<file path="src/rtl/angle_wrap.sv">
// Wraps a signed 16.16 degree angle into [-90, +90) by exact restoring mod-180 reduction.
// Build option: define ANGLE_WRAP_POLE_EN to compute near_pole; otherwise near_pole is tied to 0.
module angle_wrap #(
    parameter logic [31:0] POLE_TOL = 32'h0000_0100
) (
    input  logic        clk,
    input  logic        rst_n,
    input  logic        in_valid,
    output logic        in_ready,
    input  logic [31:0] angle_in,
    output logic        out_valid,
    input  logic        out_ready,
    output logic [31:0] angle_out,
    output logic        near_pole
);

    localparam logic [32:0] DEG180_W = 33'h0_00B4_0000;
    localparam logic [31:0] DEG180   = 32'h00B4_0000;
    localparam logic [31:0] DEG90    = 32'h005A_0000;

    typedef enum logic [1:0] {IDLE, ITER, FIX, DONE} state_t;

    state_t      state;
    logic [32:0] rem;
    logic        sign;
    logic [2:0]  k;
    logic        idle_q;
    logic        ov_q;
    logic [31:0] ang_q;

    logic [32:0] ext;
    logic [32:0] mag;
    logic [32:0] step_div;
    logic [31:0] folded;
    logic [31:0] result;

    // 33-bit magnitude so that -2^31 stays exact
    always_comb begin
        ext      = {angle_in[31], angle_in};
        mag      = angle_in[31] ? (33'd0 - ext) : ext;
        step_div = DEG180_W << k;
        folded   = (sign && rem != 33'd0) ? (DEG180 - rem[31:0]) : rem[31:0];
        result   = (folded >= DEG90) ? (folded - DEG180) : folded;
    end

    // out_valid rises one cycle after DONE is entered, giving the 10-cycle latency
    always_ff @(posedge clk) begin
        if (rst_n) begin
            state  <= IDLE;
            idle_q <= 1'b1;
            ov_q   <= 1'b0;
            ang_q  <= 32'd0;
            rem    <= 33'd0;
            sign   <= 1'b0;
            k      <= 3'd0;
        end else begin
            case (state)
                IDLE: begin
                    if (in_valid) begin
                        rem    <= mag;
                        sign   <= angle_in[31];
                        k      <= 3'd7;
                        idle_q <= 1'b0;
                        state  <= ITER;
                    end
                end
                ITER: begin
                    if (rem >= step_div)
                        rem <= rem - step_div;
                    k <= k - 3'd1;
                    if (k == 3'd0)
                        state <= FIX;
                end
                FIX: begin
                    ang_q <= result;
                    state <= DONE;
                end
                DONE: begin
                    if (!ov_q) begin
                        ov_q <= 1'b1;
                    end else if (out_ready) begin
                        ov_q   <= 1'b0;
                        idle_q <= 1'b1;
                        state  <= IDLE;
                    end
                end
                default: state <= IDLE;
            endcase
        end
    end

    // Gated with reset so in_ready is low while reset is held and high right after release
    assign in_ready  = idle_q & ~rst_n;
    assign out_valid = ov_q;
    assign angle_out = ang_q;

`ifdef ANGLE_WRAP_POLE_EN
    localparam logic signed [31:0] POLE_LIM = -32'sh005A_0000 + $signed(POLE_TOL);
    logic pole_q;

    always_ff @(posedge clk) begin
        if (rst_n)
            pole_q <= 1'b0;
        else if (state == FIX)
            pole_q <= ($signed(result) <= POLE_LIM);
    end

    assign near_pole = pole_q;
`else
    logic unused_pole_tol;
    assign unused_pole_tol = ^POLE_TOL;
    assign near_pole = 1'b0;
`endif

endmodule

</file>
<file path="config.mk">
export PLATFORM = sky130hd
export DESIGN_NAME = angle_wrap
export DESIGN_NICKNAME = d
export VERILOG_FILES = /design/src/rtl/angle_wrap.sv
export SDC_FILE = /design/constraint.sdc
export NUM_CORES = 1
export LEC_CHECK = 0
export ABC_AREA = 1
export CAP_MARGIN = 0
export CORE_MARGIN = 2
export CORE_UTILIZATION = 45
export CTS_CLUSTER_DIAMETER = 50
export CTS_CLUSTER_SIZE = 28
export DETAILED_ROUTE_END_ITERATION = 12
export MAX_ROUTING_LAYER = met4
export PLACE_DENSITY = 0.66
export REMOVE_ABC_BUFFERS = 1
export SLEW_MARGIN = 20
export SYNTH_ARGS = -nofsm -noshare
export SYNTH_HDL_FRONTEND = slang
export SYNTH_SLANG_ARGS = --single-unit
</file>
<file path="constraint.sdc">
create_clock -name clk -period 5.6 [get_ports clk]
set_clock_uncertainty 0.15 [all_clocks]
set_input_delay 0.84 -clock clk [delete_from_list [all_inputs] [get_ports clk]]
set_output_delay 0.84 -clock clk [all_outputs]
set_load 0.02 [all_outputs]
</file>
==> qor.csv <==
stage,metric,value,unit
timing,RSZ-0062 raised after global routing,false,
layout,"most common cell after layout, fill and taps aside",nand2_1,
power_and_ir_drop,sequential share of power,0.208,
power_and_ir_drop,internal power,2155,uW
clocking,root buffer cell,clkbuf_16,
power_and_ir_drop,Sw Ratio,0.5420,
layout,Area Growth Syn to Fin,17.27,%
clocking,post-CTS setup-driven buffer insertion count,0,
timing,Slew headroom,0.4166,
synthesis,register area share after synthesis,0.2316,
die,Die ar.,14990,um^2
worst_setup_path,endpoint type of the worst setup path,primary output,
timing,Final Max Slew Viols,0,
worst_setup_path,CP required,4.61,ns
clocking,hold buffers post-CTS,0,
clocking,Sink Count,73,
worst_setup_path,worst path cell trace,clkdlybuf4s50_1 > nor2_1 > clkdlybuf4s50_1,
timing,post-route worst setup slack,2.052,ns
synthesis,synth warn,0,
layout,Fillers,1482,
layout,Layout Nets,1190,
synthesis,synthesized area per cell,5.903,um^2
worst_setup_path,crit-path max FO,17,
power_and_ir_drop,Clock power frac,0.122,
route,post-DR vias/cell,5.174,
clocking,maximum root-to-sink buffer count,2,
timing,final setup fails,0,
global_routing,largest net degree at the start of global routing,44,
layout,ant diodes,0,
placement,Post-DP HPWL,14360,um
clocking,CTS tree,done,
global_routing,first-pass GRT wire length,30770,um
clocking,"Reg clk slew, reported paths",0.06,ns
timing,fin crit share,0.6335,
synthesis,post-synthesis instance total,1069,
clocking,Clock Latency Late Sink,0.34,ns
worst_setup_path,kind of critical path,in2out,
clocking,H-tree levels,3,
timing,Final min period,3.548,ns
layout,most frequent cells in the layout,"nand2_1 (283), nor2_1 (142), inv_1 (138)",
clocking,total CTS buffers,9,
route,total number of vias,6768,
die,FP Rows,43,
global_routing,global route overflow,0,
global_routing,initial antenna violation count,0,
power_and_ir_drop,VDD IR max,0.0002549,V
synthesis,"Primary FF master, synth",dfxtp_1,
clocking,PostCTS Resize Cnt,0,
global_routing,gr usage total,0.2678,
route,WL/cell,14.08,um
power_and_ir_drop,Overall Power,4705,uW
min_path,Hold Crit Class,reg2reg,
die,I/O pin count,71,
route,number of DRC markers in iteration 0,549,
worst_setup_path,nature of the critical path startpoint,input pin,
timing,Fin. Hold Viols,0,
die,Die H,122.4,um
route,Final ANT Viol Nets,0,
timing,Setup TNS Final,0,ns
timing,Slew @ Worst Pin,0.8718,ns
die,Initial Utilization,0.4581,
worst_setup_path,CP Data Arrival Time,2.56,ns
power_and_ir_drop,leak pwr,0.003548,uW
placement,placer's final routability congestion estimate,0.9729,
global_routing,vias in the first global route,6143,
placement,number of buffers added on ports,69,
route,1st-pass router iterations,5,
outcome,outcome,completed,
die,die width,122.4,um
power_and_ir_drop,Comb power frac,0.670,
layout,proportion of layout cells with a drive suffix above 1,0.05851,
timing,fmax,281.9,MHz
timing,hold_ws,0.3259,ns
die,core area,13770,um^2
route,Post-Route WL,18410,um
synthesis,Synth Register Bits,73,
power_and_ir_drop,Switch Pwr,2550,uW
worst_setup_path,most frequent CP cell,clkdlybuf4s50_1,
placement,dpl ws,1.968,ns
power_and_ir_drop,power density over the cells,635.9,nW/um^2
synthesis,synthesized cell area,6310,um^2
worst_setup_path,slowest CP cell,clkdlybuf4s50_1,
flow_run,total of max-cap violations,0,
route,DRC Markers,0,
worst_setup_path,"Largest stage delay, worst path",0.85,ns
synthesis,distinct cell type count after synthesis,47,
synthesis,Async SR Flop Fraction,0,
synthesis,"EDFF count, synth",0,
[through the flow]
step | std cells | area [um^2] | util
floorplan | 1038 | 6151 | -
global placement | 1293 | 7114 | 0.5165
detailed placement | 1293 | 7114 | 0.5165
CTS | 1308 | 7400 | 0.5372
global route | 1308 | 7400 | 0.5372
finish | 1308 | 7400 | 0.5372
[cell type report]
cell class,count,area [um^2],share of cell area
Inverter,145,544.3,0.07355
Tap cell,180,225.2,0.03044
Clock inverter,5,56.30,0.007609
Timing Repair Buffer,75,735.7,0.09943
Sequential cell,73,1461,0.1975
Multi-Input combinational cell,820,4148,0.5605
Clock buffer,10,229.0,0.03094
[cell families (layout without fill, tap and decap cells)]
logic type,after synthesis,after routing,share of synthesized area
simple gates,574,574,0.3914
compound gates,197,197,0.1801
fa+ha+maj,30,30,0.05949
mux,2,2,0.003173
other cells,1,1,0.0005943
xor+xnor,16,16,0.02221
flops,73,73,0.2316
buf+inv,176,235,0.1114
[routing by layer]
metal  vias up  GRT usage  part of all wire
met5         -          -                 0
met4         0     0.1078             0.030
met3        34    0.03206             0.048
met2       191     0.4038              0.44
met1      2948     0.3644              0.49
li1       3595          -                 -
[power by group through the flow]
stage	sequential (uW)	clock (uW)	combinational, uW
5_1_grt	1000	608	3580
2_1_floorplan	977	0	2240
3_3_place_gp	980	0	3120
3_5_place_dp	982	0	3110
4_1_cts	971	585	3130
6_report	978	574	3150
[worst max-delay path: cells and delay by family]
family / cells / cell delay (ns)
buffers and inverters: 2 / 1.47
AND/OR/NAND/NOR: 1 / 0.24
[state kept, by name (all words and copies together), names as in the netlist]
register   flops
rem           33
k              3
sign           1
state          2
idle_q         1
angle_out     32
out_valid      1
[synthesized netlist by cell type (4+ instances only)]
library cell,count,area [um^2]
o22ai_1,6,37.54
nor3_1,24,120.1
a21oi_1,56,280.3
nor2_4,6,67.56
o221ai_1,15,131.4
buf_6,5,56.30
a31oi_1,12,75.07
xor2_1,11,96.34
nand2_2,13,81.33
inv_2,5,18.77
xnor2_1,5,43.79
nand3_2,4,40.04
nor4_1,4,25.02
inv_1,138,518.0
dfxtp_1,73,1461
nor2_2,9,56.30
ha_1,30,375.4
clkbuf_1,22,82.58
nand2_1,283,1062
nor2_1,142,533.0
nand3_1,70,350.3
o21ai_0,84,420.4
nand4_1,9,56.30
[worst paths after layout]
kind	start	end	slack (ns)	cells past startpoint
min	angle_out[20]	angle_out[20]	0.33	2
min reg2reg	angle_out[20]	angle_out[20]	0.33	2
max	rst_n	in_ready	2.05	3
max reg2reg	k[0]	rem[31]	2.13	18
No activity file was read; power rests on OpenSTA's default activity.
